File: src/rtl/ofdm_pkg.sv
// Shared OFDM definitions: frame-builder state encoding, preamble length and
// the default preamble sign masks that the RX correlators also reference.
package ofdm_pkg;

    localparam int PREAMBLE_LEN = 256;
    localparam int PRE_IDX_W    = $clog2(PREAMBLE_LEN);

    typedef enum logic [2:0] {
        S_IDLE    = 3'd0,
        S_PRE_A   = 3'd1,
        S_PRE_B   = 3'd2,
        S_PAYLOAD = 3'd3,
        S_GAP     = 3'd4
    } ofdm_state_e;

    // Flat constants keep the legacy state-register encoding visible.
    localparam logic [2:0] ST_IDLE    = S_IDLE;
    localparam logic [2:0] ST_PRE_A   = S_PRE_A;
    localparam logic [2:0] ST_PRE_B   = S_PRE_B;
    localparam logic [2:0] ST_PAYLOAD = S_PAYLOAD;
    localparam logic [2:0] ST_GAP     = S_GAP;

    localparam logic [PREAMBLE_LEN-1:0] PREAMBLE_A_I_DEF =
        256'hA5C3_96F0_1E2D_3C4B_5A69_7887_96A5_B4C3_D2E1_F00F_1E2D_3C4B_5A69_7887_96A5_B4C3;
    localparam logic [PREAMBLE_LEN-1:0] PREAMBLE_A_Q_DEF =
        256'h3C5A_E1D2_0F96_87B4_C3A5_6978_4B2D_1EF0_9A6C_35E8_71D4_B20F_8E63_5CA1_47F9_D03B;
    localparam logic [PREAMBLE_LEN-1:0] PREAMBLE_B_I_DEF =
        256'h6E2B_9D14_F7A0_53C8_1B8E_4D72_A6F3_0C59_E28D_7B16_C4A9_3F50_952E_D86B_01C7_4AF3;
    localparam logic [PREAMBLE_LEN-1:0] PREAMBLE_B_Q_DEF =
        256'hD17A_0E5C_B3F8_6294_7C2D_E9A1_5F06_B48B_23E7_9D5A_C160_F8B4_4A9E_07D3_6B25_E1C8;

    function automatic int max3(input int a, input int b, input int c);
        int m;
        m = (a > b) ? a : b;
        return (m > c) ? m : c;
    endfunction

endpackage

File: src/rtl/ofdm_frame_tx_if.sv
// Sample stream bundle of ofdm_frame_tx: payload input handshake and the
// registered DAC-side output. slave = frame builder, master = its environment.
interface ofdm_frame_tx_if #(
    parameter int DATA_SIZE = 16
);
    logic                 in_valid;
    logic                 in_ready;
    logic [DATA_SIZE-1:0] in_data_i;
    logic [DATA_SIZE-1:0] in_data_q;
    logic                 out_valid;
    logic [DATA_SIZE-1:0] out_data_i;
    logic [DATA_SIZE-1:0] out_data_q;

    modport slave (
        input  in_valid, in_data_i, in_data_q,
        output in_ready, out_valid, out_data_i, out_data_q
    );

    modport master (
        output in_valid, in_data_i, in_data_q,
        input  in_ready, out_valid, out_data_i, out_data_q
    );
endinterface

File: src/rtl/ofdm_preamble_gen.sv
// Preamble sample source: picks mask A or B at bit idx and registers the
// corresponding +/-AMP I/Q pair.
module ofdm_preamble_gen
    import ofdm_pkg::*;
#(
    parameter int                      DATA_SIZE    = 16,
    parameter logic [PREAMBLE_LEN-1:0] PREAMBLE_A_I = PREAMBLE_A_I_DEF,
    parameter logic [PREAMBLE_LEN-1:0] PREAMBLE_A_Q = PREAMBLE_A_Q_DEF,
    parameter logic [PREAMBLE_LEN-1:0] PREAMBLE_B_I = PREAMBLE_B_I_DEF,
    parameter logic [PREAMBLE_LEN-1:0] PREAMBLE_B_Q = PREAMBLE_B_Q_DEF,
    parameter int                      AMP          = 2**(DATA_SIZE-2)
) (
    input  logic                 clk,
    input  logic                 reset,
    input  logic                 load,
    input  logic                 sel_b,
    input  logic [PRE_IDX_W-1:0] idx,
    output logic [DATA_SIZE-1:0] pre_i,
    output logic [DATA_SIZE-1:0] pre_q
);
    localparam logic [DATA_SIZE-1:0] POS_AMP = DATA_SIZE'(AMP);
    localparam logic [DATA_SIZE-1:0] NEG_AMP = DATA_SIZE'(-AMP);

    logic bit_i;
    logic bit_q;

    always_comb begin
        bit_i = sel_b ? PREAMBLE_B_I[idx] : PREAMBLE_A_I[idx];
        bit_q = sel_b ? PREAMBLE_B_Q[idx] : PREAMBLE_A_Q[idx];
    end

    always_ff @(posedge clk or posedge reset) begin
        if (reset) begin
            pre_i <= '0;
            pre_q <= '0;
        end else if (load) begin
            pre_i <= bit_i ? POS_AMP : NEG_AMP;
            pre_q <= bit_q ? POS_AMP : NEG_AMP;
        end
    end

endmodule

File: src/rtl/ofdm_frame_tx.sv
// OFDM TX frame builder: preamble A, preamble B, then PAYLOAD_LEN streamed samples.
// Define OFDM_FRAME_TX_GAP_EN to append GAP_LEN zero samples before returning to idle.
module ofdm_frame_tx
    import ofdm_pkg::*;
#(
    parameter int                      DATA_SIZE    = 16,
    parameter logic [PREAMBLE_LEN-1:0] PREAMBLE_A_I = PREAMBLE_A_I_DEF,
    parameter logic [PREAMBLE_LEN-1:0] PREAMBLE_A_Q = PREAMBLE_A_Q_DEF,
    parameter logic [PREAMBLE_LEN-1:0] PREAMBLE_B_I = PREAMBLE_B_I_DEF,
    parameter logic [PREAMBLE_LEN-1:0] PREAMBLE_B_Q = PREAMBLE_B_Q_DEF,
    parameter int                      AMP          = 2**(DATA_SIZE-2),
    parameter int                      PAYLOAD_LEN  = 1024,
    parameter int                      GAP_LEN      = 64
) (
    input  logic            clk,
    input  logic            reset,
    input  logic            en,
    input  logic            start,
    ofdm_frame_tx_if.slave  s,
    output logic            busy,
    output logic            o_frame_done
);
    localparam int CNT_W = $clog2(max3(PREAMBLE_LEN, PAYLOAD_LEN, GAP_LEN));

    logic [2:0]           state;
    logic [CNT_W-1:0]     cnt;
    logic                 out_valid_r;
    logic                 out_sel_pre;
    logic [DATA_SIZE-1:0] pay_i;
    logic [DATA_SIZE-1:0] pay_q;
    logic [DATA_SIZE-1:0] pre_i;
    logic [DATA_SIZE-1:0] pre_q;

    logic in_ready;
    logic xfer;
    logic pre_load;
    logic last_pre;
    logic last_pay;

    assign in_ready = en && (state == ST_PAYLOAD);
    assign xfer     = in_ready && s.in_valid;
    assign pre_load = en && ((state == ST_PRE_A) || (state == ST_PRE_B));
    assign last_pre = (cnt == CNT_W'(PREAMBLE_LEN - 1));
    assign last_pay = (cnt == CNT_W'(PAYLOAD_LEN - 1));

    ofdm_preamble_gen #(
        .DATA_SIZE    (DATA_SIZE),
        .PREAMBLE_A_I (PREAMBLE_A_I),
        .PREAMBLE_A_Q (PREAMBLE_A_Q),
        .PREAMBLE_B_I (PREAMBLE_B_I),
        .PREAMBLE_B_Q (PREAMBLE_B_Q),
        .AMP          (AMP)
    ) u_pre (
        .clk   (clk),
        .reset (reset),
        .load  (pre_load),
        .sel_b (state == ST_PRE_B),
        .idx   (~cnt[PRE_IDX_W-1:0]),   // MSB of each mask goes out first
        .pre_i (pre_i),
        .pre_q (pre_q)
    );

`ifdef OFDM_FRAME_TX_GAP_EN
    logic last_gap;
    assign last_gap = (cnt == CNT_W'(GAP_LEN - 1));
`endif

    always_ff @(posedge clk or posedge reset) begin
        if (reset) begin
            state        <= ST_IDLE;
            cnt          <= '0;
            out_valid_r  <= 1'b0;
            out_sel_pre  <= 1'b0;
            pay_i        <= '0;
            pay_q        <= '0;
            o_frame_done <= 1'b0;
        end else begin
            out_valid_r  <= 1'b0;
            o_frame_done <= 1'b0;
            if (en) begin
                case (state)
                    ST_IDLE: begin
                        if (start) begin
                            state <= ST_PRE_A;
                            cnt   <= '0;
                        end
                    end
                    ST_PRE_A, ST_PRE_B: begin
                        out_valid_r <= 1'b1;
                        out_sel_pre <= 1'b1;
                        if (last_pre) begin
                            state <= (state == ST_PRE_A) ? ST_PRE_B : ST_PAYLOAD;
                            cnt   <= '0;
                        end else begin
                            cnt <= cnt + CNT_W'(1);
                        end
                    end
                    ST_PAYLOAD: begin
                        if (xfer) begin
                            out_valid_r <= 1'b1;
                            out_sel_pre <= 1'b0;
                            pay_i       <= s.in_data_i;
                            pay_q       <= s.in_data_q;
                            if (last_pay) begin
                                cnt <= '0;
`ifdef OFDM_FRAME_TX_GAP_EN
                                state <= ST_GAP;
`else
                                state        <= ST_IDLE;
                                o_frame_done <= 1'b1;
`endif
                            end else begin
                                cnt <= cnt + CNT_W'(1);
                            end
                        end
                    end
`ifdef OFDM_FRAME_TX_GAP_EN
                    ST_GAP: begin
                        out_valid_r <= 1'b1;
                        out_sel_pre <= 1'b0;
                        pay_i       <= '0;
                        pay_q       <= '0;
                        if (last_gap) begin
                            state        <= ST_IDLE;
                            cnt          <= '0;
                            o_frame_done <= 1'b1;
                        end else begin
                            cnt <= cnt + CNT_W'(1);
                        end
                    end
`endif
                    default: begin
                        state <= ST_IDLE;
                        cnt   <= '0;
                    end
                endcase
            end
        end
    end

    assign busy         = (state != ST_IDLE);
    assign s.in_ready   = in_ready;
    assign s.out_valid  = out_valid_r;
    assign s.out_data_i = out_sel_pre ? pre_i : pay_i;
    assign s.out_data_q = out_sel_pre ? pre_q : pay_q;

endmodule

File: src/flat_wrapper.sv
// flat-port wrapper written by rule: the top's interface ports become plain ports
module ofdm_frame_tx_flat import ofdm_pkg::*;
#(
    parameter int                      DATA_SIZE    = 16,
    parameter logic [PREAMBLE_LEN-1:0] PREAMBLE_A_I = PREAMBLE_A_I_DEF,
    parameter logic [PREAMBLE_LEN-1:0] PREAMBLE_A_Q = PREAMBLE_A_Q_DEF,
    parameter logic [PREAMBLE_LEN-1:0] PREAMBLE_B_I = PREAMBLE_B_I_DEF,
    parameter logic [PREAMBLE_LEN-1:0] PREAMBLE_B_Q = PREAMBLE_B_Q_DEF,
    parameter int                      AMP          = 2**(DATA_SIZE-2),
    parameter int                      PAYLOAD_LEN  = 1024,
    parameter int                      GAP_LEN      = 64
)
  (clk, reset, en, start, busy, o_frame_done, s_in_valid, s_in_data_i, s_in_data_q, s_in_ready, s_out_valid, s_out_data_i, s_out_data_q);
  ofdm_frame_tx_if #(.DATA_SIZE(DATA_SIZE)) s_i ();
  input  logic clk;
  input  logic reset;
  input  logic en;
  input  logic start;
  output logic busy;
  output logic o_frame_done;
  input wire logic [$bits(s_i.in_valid)-1:0] s_in_valid;
  input wire logic [$bits(s_i.in_data_i)-1:0] s_in_data_i;
  input wire logic [$bits(s_i.in_data_q)-1:0] s_in_data_q;
  output wire logic [$bits(s_i.in_ready)-1:0] s_in_ready;
  output wire logic [$bits(s_i.out_valid)-1:0] s_out_valid;
  output wire logic [$bits(s_i.out_data_i)-1:0] s_out_data_i;
  output wire logic [$bits(s_i.out_data_q)-1:0] s_out_data_q;
  assign s_i.in_valid = s_in_valid;
  assign s_i.in_data_i = s_in_data_i;
  assign s_i.in_data_q = s_in_data_q;
  assign s_in_ready = s_i.in_ready;
  assign s_out_valid = s_i.out_valid;
  assign s_out_data_i = s_i.out_data_i;
  assign s_out_data_q = s_i.out_data_q;
  ofdm_frame_tx #(.DATA_SIZE(DATA_SIZE), .PREAMBLE_A_I(PREAMBLE_A_I), .PREAMBLE_A_Q(PREAMBLE_A_Q), .PREAMBLE_B_I(PREAMBLE_B_I), .PREAMBLE_B_Q(PREAMBLE_B_Q), .AMP(AMP), .PAYLOAD_LEN(PAYLOAD_LEN), .GAP_LEN(GAP_LEN)) u_core (.clk(clk), .reset(reset), .en(en), .start(start), .s(s_i), .busy(busy), .o_frame_done(o_frame_done));
endmodule
File: config.mk
export PLATFORM = sky130hd
export DESIGN_NAME = ofdm_frame_tx_flat
export DESIGN_NICKNAME = d
export VERILOG_FILES = /design/src/rtl/ofdm_pkg.sv /design/src/rtl/ofdm_frame_tx_if.sv /design/src/rtl/ofdm_preamble_gen.sv /design/src/rtl/ofdm_frame_tx.sv /design/src/flat_wrapper.sv
export SDC_FILE = /design/constraint.sdc
export NUM_CORES = 1
export LEC_CHECK = 0
export ABC_AREA = 1
export ABC_CLOCK_PERIOD_IN_PS = 3100
export BUFFER_PORTS_ARGS = -buffer_cell sky130_fd_sc_hd__buf_4
export CAP_MARGIN = 20
export CORE_MARGIN = 5
export CORE_UTILIZATION = 61
export CTS_CLUSTER_SIZE = 20
export DETAILED_ROUTE_END_ITERATION = 6
export PLACE_DENSITY = 0.86
export SYNTH_ARGS = -nofsm -noshare
export SYNTH_HDL_FRONTEND = slang
export SYNTH_SLANG_ARGS = --single-unit
File: constraint.sdc
create_clock -name clk -period 3.1 [get_ports clk]
set_clock_uncertainty 0.15 [all_clocks]
set_input_delay 0.465 -clock clk [delete_from_list [all_inputs] [get_ports clk]]
set_output_delay 0.465 -clock clk [all_outputs]
set_load 0.01 [all_outputs]
==> reports/qor.csv <==
metric,value,unit
status,"complete, no violations",
final instance count without filler cells,765,
initial antenna violation count,0,
largest net degree at the start of global routing,67,
layout cells sized above 1,16.3,%
Max IR drop VDD,0.794,mV
Post-Syn Area,4000,um2
cts repair resizes,0,
period utilization,88.0,%
first-pass GRT wire length,20800,um
RSZ-0062 raised after global routing,false,
crit-path most repeated cell,nand2_1,
HPWL Detailed,9090,um
Synth Area in Compound Gates,11.8,%
Boundary Pins,73,
DR iter-0 viols,574,
Die H,91.0,um
largest family of logic cells by synthesized area,simple AND/OR/NAND/NOR gates,
I/O Buffers,72,
synthesized net count,690,
slew margin rel.,56.4,%
multiplexer share of the synthesized area,0,%
Synth Area in Simple Gates,37.9,%
layout filler cell count,506,
vias in the first global route,4284,
Pwr Total,4.97,mW
Die Wd,91.0,um
"leading cell type in the layout, fill and taps excluded",nand2_1,
Critical R2R Launch,u_core.cnt[0]$_DFFE_PP0P_,
# Max-Cap Violations,0,
final net count,748,
Hold WS,0.244,ns
core box area,6350,um2
clock sink count,50,
Post-DRT Antenna Nets,0,
CP Launch Type,flip-flop,
worst hold endpoint,u_core.pay_q[1]$_DFFE_PP0P_,
largest cells by area after synthesis,"dfrtp_1 31%, nand2_1 16%, nand3_1 11%",
Clock Latency Late Sink,0.32,ns
top cell type's share of synthesized area,31.3,%
CP required,3.16,ns
R2R setup slack,0.37,ns
Placed Area,4510,um2
cts bufs inserted,5,
startpoint of the worst hold path,s_in_data_q[1],
via-per-instance ratio,5.91,
Max clock buf depth,2,
TNS Setup,0,ns
max frequency,0.367,GHz
placed cells,754,
Leakage,2.60,nW
crit path DAT,2.79,ns
Post-route DRC,0,
fin crit period,2.73,ns
per-instance average area after synthesis,6.36,um2
row count,29,
synthesis-to-finish area growth,16.9,%
endpoint class of the critical path,flip-flop,
Synth Warn #,0,
n_diodes,0,
Slew @ Worst Pin,0.652,ns
gr usage total,30.2,%
critical path peak fanout,11,
most frequent cells in the layout,"170 x nand2_1, 91 x nor2_1, 84 x nand3_1",
Placement Setup Slack,0.562,ns
Mapped Cells,629,
routability-driven placement congestion ratio,1.03,
starting density of the core,63.0,%
CP Cell Sequence,"inv_2, ha_1, inv_1, ha_1, nor2_1, nor2_1, nand2_1, a21oi_1, nand2_1, nand2_1, nand2_1, nand3_1, nand2_1, nand2_1, nand2_1",
max-slew violation count,0,
grt ovf,0,
Reg2Reg Depth,15,
Synth cell types,32,
Final setup viols,0,
TritonCTS clock tree,built,
clk root buf,clkbuf_8,
full die area,8280,um2
hold path cells,3,
cell area after layout,4680,um2
crit path max-delay cell type,dfrtp_1,
final hold viol count,0,
Power Density,1060,nW/um2
Max stage delay on crit path,0.58,ns
Clock transition at path regs,0.12,ns
sequential-to-total area share from yosys stat,31.3,%
H-tree Lvls,2,
Worst Hold Class,input pin to flip-flop,
drt wl/cell,17.1,um
critical path type,flip-flop to flip-flop,
post-synth top area cell,dfrtp_1,
fin util,73.7,%
first drt pass iteration count,7,
via count,4522,
min setup slack post-route,0.372,ns
synthesized-area fraction occupied by adder cells,7.50,%
Synth Register Bits,50,
r2r endpoint,u_core.u_pre.pre_q[15]$_DFFE_PP0P_,
drt total wl,13100,um
post-synthesis xor/xnor area fraction,0.219,%
timing repair:
action	in CTS	in global routing
endpoints found under the setup margin	0	0
buffers inserted	0	0
hold buffers	0	1
endpoints found under the hold margin	0	14
sequential cells by signal, summed over array words and instances, names as in the netlist:
name / cells
u_core.pay_i: 16
u_core.s.out_valid: 1
u_core.state: 2
u_core.o_frame_done: 1
u_core.u_pre.pre_q: 1
u_core.pay_q: 16
u_core.out_sel_pre: 1
u_core.u_pre.pre_i: 2
u_core.cnt: 10
cell families (layout without fill, tap and decap cells):
logic type / Yosys count / in the layout
buf+inv: 104 / 163
fa+ha+maj: 24 / 24
flops: 50 / 50
compound gates: 88 / 88
simple gates: 362 / 362
xor+xnor: 1 / 1
power by group:
part           internal, mW  switching, mW
logic                  1.21           2.18
clock network         0.246          0.258
registers             0.897          0.186
total                  2.35           2.62
synth_stat cells:
cell / instances
a21boi_0: 1
nand2_1: 171
o211ai_1: 2
or2_1: 1
nor2_2: 2
o21ai_2: 1
a21oi_1: 62
buf_2: 10
inv_1: 64
nor3_1: 4
clkinv_1: 1
o21ai_0: 14
a211o_1: 1
inv_2: 9
nor2_1: 91
buf_4: 3
dfrtp_1: 50
xor2_1: 1
clkbuf_1: 6
nand3_1: 84
buf_6: 5
nor3b_2: 1
or2_2: 1
buf_1: 6
o21ai_4: 1
nor3_2: 1
o22ai_1: 2
o21a_1: 1
ha_1: 24
nand2_2: 4
nor2_4: 2
o21ai_1: 3
critical path, delay by kind of cell, from the launching register on:
kind / cells / cell delay, ns
AOI/OAI and AO/OA: 1 / 0.15
adders and majority gates: 2 / 0.62
buffers and inverters: 2 / 0.35
DFF: 1 / 0.58
and+or+nand+nor: 10 / 0.76
layer usage:
layer | vias up | wire length, um | share of wire (%) | global-route usage [%]
met5 | - | 0 | 0 | 0
met4 | 0 | 488 | 3.7 | 10.1
met3 | 63 | 1340 | 10 | 5.12
met2 | 297 | 6380 | 49 | 50.1
met1 | 2058 | 4860 | 37 | 40.0
li1 | 2104 | - | - | -
cell type report:
cell class,instances,area [um2],share of cell area (%)
Inverter,74,278,5.94
Clock buffer,5,68.8,1.47
Tap cell,77,96.3,2.06
Timing Repair Buffer,81,636,13.6
Multi-Input combinational cell,475,2300,49.2
Sequential cell,50,1250,26.7
Clock inverter,3,47.5,1.02
worst max-delay path by stage:
stage | from | end | slack (ns) | cells after the start
2_1_floorplan | u_core.cnt[0]$_DFFE_PP0P_ | u_core.u_pre.pre_q[15]$_DFFE_PP0P_ | 1.02 | 15
3_5_place_dp | u_core.cnt[0]$_DFFE_PP0P_ | u_core.u_pre.pre_q[15]$_DFFE_PP0P_ | 0.56 | 15
4_1_cts | u_core.cnt[0]$_DFFE_PP0P_ | u_core.u_pre.pre_i[15]$_DFFE_PP0P_ | 0.46 | 13
6_report | u_core.cnt[0]$_DFFE_PP0P_ | u_core.u_pre.pre_q[15]$_DFFE_PP0P_ | 0.37 | 15
3_3_place_gp | u_core.cnt[0]$_DFFE_PP0P_ | u_core.u_pre.pre_q[15]$_DFFE_PP0P_ | 0.59 | 15
5_1_grt | u_core.cnt[0]$_DFFE_PP0P_ | u_core.u_pre.pre_q[15]$_DFFE_PP0P_ | 0.22 | 15
Power figures use the tool's default switching activity.
